$ cat src/rtl/coef_loader.sv
// Coefficient RAM loader: streams N host words into the left or right RAM,
// reads them back and compares XOR checksums, flagging err on mismatch.
module coef_loader #(
  parameter int DW = 36,
  parameter int AW = 14
) (
  input  logic          clock,
  input  logic          reset,
  input  logic          start,
  input  logic          chsel,
  input  logic [AW:0]   nwords,
  input  logic [DW-1:0] din,
  input  logic          din_valid,
  output logic          din_ready,
  output logic [AW-1:0] addrLrw,
  output logic [AW-1:0] addrRrw,
  output logic [DW-1:0] datainLrw,
  output logic [DW-1:0] datainRrw,
  output logic          weL,
  output logic          weR,
  input  logic [DW-1:0] dataoutLrw,
  input  logic [DW-1:0] dataoutRrw,
  output logic          busy,
  output logic          done,
  output logic          err
);

  typedef enum logic [2:0] {S_IDLE, S_LOAD, S_VRD, S_VCAP, S_DONE} state_e;

  localparam logic [AW:0]   MAXN  = {1'b1, {AW{1'b0}}};
  localparam logic [AW:0]   N_ONE = {{AW{1'b0}}, 1'b1};
  localparam logic [AW-1:0] K_ONE = {{(AW-1){1'b0}}, 1'b1};

  state_e        state_q, state_d;
  logic          ch_q, ch_d;
  logic [AW:0]   n_q, n_d;
  logic [AW-1:0] k_q, k_d;
  logic [DW-1:0] wsum_q, wsum_d, rsum_q, rsum_d;
  logic          err_q, err_d, done_q, done_d, busy_q, busy_d;
  logic [AW-1:0] addrl_q, addrl_d, addrr_q, addrr_d;
  logic [DW-1:0] datl_q, datl_d, datr_q, datr_d;
  logic          wel_q, wel_d, wer_q, wer_d;

  logic [AW-1:0] a_s;
  logic [DW-1:0] dat_s;
  logic          we_s;
  logic          last_k_s;
  logic [DW-1:0] dout_sel_s;

  assign din_ready = (state_q == S_LOAD);

  // Next-state, checksum and channel-output logic
  always_comb begin
    state_d = state_q;
    ch_d    = ch_q;
    n_d     = n_q;
    k_d     = k_q;
    wsum_d  = wsum_q;
    rsum_d  = rsum_q;
    err_d   = err_q;
    done_d  = 1'b0;
    a_s     = '0;
    dat_s   = '0;
    we_s    = 1'b0;
    last_k_s   = (({1'b0, k_q} + N_ONE) == n_q);
    dout_sel_s = ch_q ? dataoutRrw : dataoutLrw;

    case (state_q)
      S_IDLE: begin
        if (start) begin
          ch_d   = chsel;
          n_d    = (nwords > MAXN) ? MAXN : nwords;
          k_d    = '0;
          wsum_d = '0;
          rsum_d = '0;
          err_d  = 1'b0;
          if (nwords == '0) begin
            state_d = S_DONE;
            done_d  = 1'b1;
          end else begin
            state_d = S_LOAD;
          end
        end else begin
          state_d = S_IDLE;
        end
      end
      S_LOAD: begin
        if (din_valid) begin
          a_s    = k_q;
          dat_s  = din;
          we_s   = 1'b1;
          wsum_d = wsum_q ^ din;
          if (last_k_s) begin
            k_d     = '0;
            state_d = S_VRD;
          end else begin
            k_d = k_q + K_ONE;
          end
        end else begin
          // Bubble: keep the last presented address and data, no write.
          a_s   = ch_q ? addrr_q : addrl_q;
          dat_s = ch_q ? datr_q : datl_q;
        end
      end
      S_VRD: begin
        a_s     = k_q;
        state_d = S_VCAP;
      end
      S_VCAP: begin
        rsum_d = rsum_q ^ dout_sel_s;
        if (last_k_s) begin
          state_d = S_DONE;
          done_d  = 1'b1;
          err_d   = (wsum_q != rsum_d);
        end else begin
          k_d     = k_q + K_ONE;
          a_s     = k_q + K_ONE;
          state_d = S_VRD;
        end
      end
      S_DONE: begin
        state_d = S_IDLE;
      end
      default: begin
        state_d = S_IDLE;
      end
    endcase

    busy_d  = (state_d != S_IDLE);
    addrl_d = ch_d ? '0 : a_s;
    addrr_d = ch_d ? a_s : '0;
    datl_d  = ch_d ? '0 : dat_s;
    datr_d  = ch_d ? dat_s : '0;
    wel_d   = ch_d ? 1'b0 : we_s;
    wer_d   = ch_d ? we_s : 1'b0;
  end

  // State and registered-output update
  always_ff @(posedge clock or negedge reset) begin
    if (!reset) begin
      state_q <= S_IDLE;
      ch_q    <= 1'b0;
      n_q     <= '0;
      k_q     <= '0;
      wsum_q  <= '0;
      rsum_q  <= '0;
      err_q   <= 1'b0;
      done_q  <= 1'b0;
      busy_q  <= 1'b0;
      addrl_q <= '0;
      addrr_q <= '0;
      datl_q  <= '0;
      datr_q  <= '0;
      wel_q   <= 1'b0;
      wer_q   <= 1'b0;
    end else begin
      state_q <= state_d;
      ch_q    <= ch_d;
      n_q     <= n_d;
      k_q     <= k_d;
      wsum_q  <= wsum_d;
      rsum_q  <= rsum_d;
      err_q   <= err_d;
      done_q  <= done_d;
      busy_q  <= busy_d;
      addrl_q <= addrl_d;
      addrr_q <= addrr_d;
      datl_q  <= datl_d;
      datr_q  <= datr_d;
      wel_q   <= wel_d;
      wer_q   <= wer_d;
    end
  end

  assign addrLrw   = addrl_q;
  assign addrRrw   = addrr_q;
  assign datainLrw = datl_q;
  assign datainRrw = datr_q;
  assign weL       = wel_q;
  assign weR       = wer_q;
  assign busy      = busy_q;
  assign done      = done_q;
  assign err       = err_q;

endmodule
$ cat config.mk
export PLATFORM = sky130hd
export DESIGN_NAME = coef_loader
export DESIGN_NICKNAME = d
export VERILOG_FILES = /design/src/rtl/coef_loader.sv
export SDC_FILE = /design/constraint.sdc
export NUM_CORES = 1
export LEC_CHECK = 0
export CORE_MARGIN = 2
export CORE_UTILIZATION = 55
export DETAILED_ROUTE_END_ITERATION = 16
export PLACE_DENSITY = 0.86
export SYNTH_ARGS = -nofsm -noshare
export SYNTH_HDL_FRONTEND = slang
export SYNTH_SLANG_ARGS = --single-unit
$ cat constraint.sdc
create_clock -name clock -period 7.5 [get_ports clock]
set_input_delay 1.125 -clock clock [delete_from_list [all_inputs] [get_ports clock]]
set_output_delay 1.125 -clock clock [all_outputs]
set_load 0.02 [all_outputs]
* Yosys cells after proc, flatten, opt, wreduce, memory -nomap -nowiden
Cells that the tools add are included.
** Cells by class
- Muxes and demuxes :: 40
- Equal/unequal tests :: 9
- Reductions and logical operators :: 11
- Bitwise gates (word level) :: 2
- $add $sub $neg :: 2
- Shift-type cells :: 0
- Multiply operators :: 0
- Magnitude comparators :: 1
- Div/mod/pow operators :: 0
** Operator list (count)
- 36-bit two-way mux :: 8
- 36-bit one-hot mux with 2 select lines :: 2
- 14-bit two-way mux :: 8
- 14-bit one-hot mux with 3 select lines :: 2
- 36-bit XOR :: 2
- 36-bit != test :: 1
- 14-bit by 1-bit adder with 15-bit output, second input constant :: 1
- 15-bit equality test :: 1
- 15-bit > comparator, second input constant :: 1
- 15-bit logical NOT :: 1
- 15-bit two-way mux :: 1
- 3-bit two-way mux :: 5
- 14-bit by 1-bit adder with 14-bit output, second input constant :: 1
- 3-bit one-hot mux with 4 select lines :: 1
- 1-bit two-way mux :: 11
- 2-bit != test, second input constant :: 4
- 3-bit by 2-bit equality test with 1-bit output, second input constant :: 2
- 3-bit AND reduction :: 2
- 3-bit nonzero test :: 2
- 1-bit one-hot mux with 2 select lines :: 2
- 2-bit AND reduction :: 2
- 4-bit AND reduction :: 1
- 2-bit nonzero test :: 2
- 3-bit by 1-bit equality test with 1-bit output, second input constant :: 1
- 3-bit logical NOT :: 1
** Word-level totals
- ROM bits :: 0
- Memories kept :: 0
- Input bits :: 128
- Output and inout port bits :: 106
- Logic and storage cells :: 80
- Latch bits :: 0
- Bits in writable memories :: 0
- Register bits :: 210

* Longest topological paths before layout
- Depth after elaboration :: 6
- Gate-level depth with buffers :: 11
- Depth with buffers taken out :: 8

* Worst setup path after synthesis
No wires, ideal clock.
- Kind :: flip-flop to flip-flop
- Start :: register k_q[0]
- End :: register err_q, in the netlist err
- Path slack :: 4703 ps
- Period minus slack after synthesis :: 2797 ps
- Arrival :: 2662 ps
- Required time :: 7365 ps
- Path buffers :: 3
- Cell stages (with the launch flop) :: 12
- Library setup time :: 135 ps
- Cell sequence :: dfrtp_1 ha_1 clkbuf_2 nand4_1 or3_1 xnor2_1 a2111oi_1 nand4b_2 buf_2 buf_6 o211ai_2 o31ai_2
** On the way
- Longest elaborated chain between the ends :: 4
** Ends and longest elaborated chain
- start, declared :: RTL line 37 : logic [AW-1:0] k_q, k_d;
- start signal, assigned :: RTL line 160 : k_q <= k_d;
- 14-bit by 1-bit adder with 15-bit output :: RTL line 65 : last_k_s = (({1'b0, k_q} + N_ONE) == n_q);
- 15-bit equality test :: RTL line 65
- 2-bit != test (no source line)
- 3-bit AND reduction (no source line)
- end signal, assigned :: RTL line 163 : err_q <= err_d;
- end, declared :: RTL line 39 : logic err_q, err_d, done_q, done_d, busy_q, busy_d;
Every way passes these cells.
A chain may end at the register's enable or synchronous reset.

* Final worst setup path
- Start :: register k_q[0]
- End :: register k_q[11]
** On the way
- Longest elaborated chain between the ends :: 5
- Elaborated cells between the ends (all ways) :: 9
- Classes of those cells :: add/sub (2); eq/ne (2); mux (4); reduce/logical (1)
** Ends and longest elaborated chain
- 14-bit by 1-bit adder with 15-bit output :: RTL line 65
- 15-bit equality test :: RTL line 65
- 14-bit two-way mux :: RTL line 93 : if (last_k_s) begin
- 14-bit two-way mux :: RTL line 88 : if (din_valid) begin
- 14-bit one-hot mux with 3 select lines :: RTL line 68 : case (state_q)
Several ways; a longest one is shown, not always the timed one. The select of a mux whose other input is x is not followed.

==> results.py <==
metrics = {
    "run_status": {
        "status": "completed",
    },
    "pwr": {
        "irDropWorstVdd_mv": 0.341,
        "power-per-cell-area_nw_per_um2": 413,
        "cellLeakagePower_nw": 6.00,
    },
    "placed_design": {
        "dp_hpwl_mm": 20.5,
        "dpl_cell_area_um2": 12900,
        "io_buffers": 233,
        "gp_congestion": 0.890,
    },
    "clock_network": {
        "cts.sinks": 210,
        "clockBufferDepth": 3,
        "clk_latency_ns": 0.52,
        "postCtsSetupBuffers": 0,
        "cts_hold_buf": 0,
        "numCtsBuffers": 23,
        "cts_tree": "built",
        "cts-resized-gates": 0,
        "h-tree-depth": 1,
        "path_clk_slew_ns": 0.06,
        "cts-root-buf": "clkbuf_16",
    },
    "die": {
        "core_um2": 18700,
        "fp.dieH_um": 142,
        "dieArea_um2": 20100,
        "num_io_pins": 234,
        "initial_core_util_pct": 55.9,
        "die-width_um": 142,
        "core.rowCount": 50,
    },
    "sta": {
        "hold_violations": 0,
        "rsz0062_at_grt": "no",
        "setup_tns_ns": 0,
        "setup_viol": 0,
        "skew_ns": 0.0128,
        "drv_slew": 0,
        "relSlewSlack_pct": 19.2,
        "min_period_ns": 3.93,
        "tightestPinTransition_ns": 1.21,
        "fmax_mhz": 254,
        "period_share_pct": 52.4,
    },
    "layout": {
        "num_antenna_cells": 0,
        "final_cell_mix": "clkdlybuf4s50_1, dfrtp_1, nor2_1",
        "nNetsFinal": 1358,
        "syn_to_final_growth_pct": 29.8,
        "stdcell_area_um2": 13600,
        "final_layout_size_suffix_gt1_share_pct": 4.98,
        "layout_commonest_cell": "clkdlybuf4s50_1",
    },
    "global_route": {
        "grt_pass1_vias": 8838,
        "grt-ovfl-total": 0,
        "antenna_found_initial": 0,
        "grt_pass1_wl_mm": 47.2,
        "grt_usage_pct": 29.7,
        "grt_max_degree": 121,
    },
    "routing": {
        "route.antenna.remaining_nets": 0,
        "route.detailed.drc": 0,
        "finalWirelength_mm": 29.6,
        "wl_per_cell_um": 20.1,
        "drt_iter0_markers": 812,
        "drtPass1Iterations": 5,
        "vias": 8929,
        "viasPerCell": 6.04,
    },
    "job": {
        "drv_cap": 0,
    },
    "critical_path": {
        "startpoint_type": "register",
        "crit_chain": "ha_1 > nand4_1 > or3_1 > xnor2_1 > a2111oi_1 > nand4b_2 > a21oi_1 > a221o_1",
        "path_delay_family": "simple AND/OR/NAND/NOR gates",
        "cp_num_buf_inv": 0,
        "critPathMaxStageDelay_ns": 0.77,
        "critPathCaptureType": "register",
        "worstPathMaxFanout": 34,
        "cp_slowest_cell": "nand4b_2",
        "cp.depth": 8,
        "critical_path_class": "reg2reg",
        "worstPathRequired_ns": 7.96,
        "arrival_ns": 4.39,
        "reg2reg_depth": 8,
    },
    "synthesis": {
        "synth_ff_type": "dfrtp_1",
        "synth_cells": 1034,
        "synth_edf_count": 0,
        "synth_cell_type_count": 54,
        "ys_ff_latch": 210,
        "syn-num-nets": 1163,
        "synthesis.area_um2": 10500,
        "syn_avg_cell_area_um2": 10.1,
        "seq_area_frac_synth_pct": 50.3,
        "synthArstFlopShare_pct": 100,
        "ys_warn_count": 0,
    },
    "min_path": {
        "whs_path_depth": 2,
        "min_path_type": "reg2reg",
    },
}
metrics by stage:
| step | worst slack [ns] | power (mW) | hold WS, ns | util, % | cells |
|---|---|---|---|---|---|
| floorplan | 4.70 | 3.59 | 0.470 | - | 1034 |
| global placement | 3.60 | 4.44 | 0.504 | 68.9 | 1438 |
| detailed placement | 3.43 | 4.52 | 0.513 | 68.9 | 1438 |
| CTS | 3.68 | 5.59 | 0.534 | 72.5 | 1478 |
| global route | 3.31 | 5.89 | 0.543 | 72.5 | 1478 |
| finish | 3.57 | 5.60 | 0.531 | 72.5 | 1478 |
report_power, final:
part | leakage, nW | internal (mW) | switching, mW
Clock | 0.332 | 0.584 | 0.458
Combinational | 2.90 | 1.13 | 1.40
Sequential | 2.76 | 1.55 | 0.472
Total | 6.00 | 3.27 | 2.33
state kept, by name, summed over array words and instances (netlist names):
name and cells:
weL 1, k_q 14, wsum_q 36, datainRrw 36
addrRrw 14, rsum_q 36, n_q 15, busy 1
addrLrw 14, weR 1, state_q 3, err 1
ch_q 1, done 1, datainLrw 36
cell usage after synthesis (2+ instances only):
| cell type | number | share of area (%) |
|---|---|---|
| dfrtp_1 | 210 | 50 |
| nor2_1 | 144 | 5.2 |
| nand2_1 | 102 | 3.7 |
| mux2i_1 | 87 | 8.3 |
| xor2_1 | 80 | 6.7 |
| clkbuf_1 | 53 | 1.9 |
| a22o_1 | 52 | 4.4 |
| xnor2_1 | 48 | 4.0 |
| a21oi_1 | 40 | 1.9 |
| o211ai_1 | 39 | 2.8 |
| o21ai_0 | 22 | 1.1 |
| nor3_1 | 19 | 0.91 |
| nand3_1 | 13 | 0.62 |
| inv_1 | 12 | 0.43 |
| nor4_1 | 12 | 0.72 |
| nand4_1 | 11 | 0.66 |
| buf_1 | 10 | 0.36 |
| and3_1 | 9 | 0.54 |
| buf_2 | 7 | 0.34 |
| and2_1 | 6 | 0.36 |
| o221ai_1 | 6 | 0.50 |
| or3_1 | 5 | 0.30 |
| a31oi_1 | 4 | 0.24 |
| buf_6 | 3 | 0.32 |
| or4_1 | 3 | 0.22 |
| a221o_1 | 2 | 0.19 |
| a311oi_1 | 2 | 0.17 |
| and4_1 | 2 | 0.17 |
| nand2b_1 | 2 | 0.12 |
| nand3_2 | 2 | 0.19 |
| nor2b_1 | 2 | 0.12 |
| o2111a_1 | 2 | 0.22 |
| or3_4 | 2 | 0.22 |
final timing paths:
check	endpoint	slack, ns	start
max	k_q[11]	3.57	k_q[0]
min	n_q[14]	0.53	n_q[14]
max reg2reg	k_q[11]	3.57	k_q[0]
min reg2reg	n_q[14]	0.53	n_q[14]
max in group asynchronous	ch_q	4.97	reset
min in group asynchronous	datainLrw[0]	0.72	reset
cell families after synthesis:
group | count (synthesis) | share of synthesized area [%]
and+or+nand+nor | 339 | 14.4
adders and majority gates | 1 | 0.120
DFF | 210 | 50.3
AOI/OAI and AO/OA | 181 | 12.6
buffers and inverters | 87 | 3.43
muxes | 88 | 8.44
xor gates and xnor gates | 128 | 10.7
layout make-up:
| cell class | count | area [µm²] |
|---|---|---|
| well taps | 234 | 293 |
| clock inverters | 7 | 60.1 |
| multi-input cells | 737 | 4870 |
| repair buffers | 244 | 2420 |
| inverters | 13 | 48.8 |
| clock buffers | 33 | 623 |
| flip-flops and latches | 210 | 5260 |
| fillers | 1268 | 5140 |
metal layers:
layer | wire (µm) | GRT usage, % | vias up | part of all wire, %
li1 | - | - | 3990 | -
met1 | 11700 | 39.8 | 4408 | 39
met2 | 15000 | 50.5 | 454 | 50
met3 | 2060 | 3.78 | 77 | 6.9
met4 | 971 | 9.84 | 0 | 3.3
met5 | 0 | 0 | - | 0
tightest hold or removal path, cell delays in order, from the launching register on:
cell     delay [ns]
dfrtp_1        0.38
nand2_1        0.06
nand2_1        0.06
Note: power is estimated with default switching activity, not from simulation.
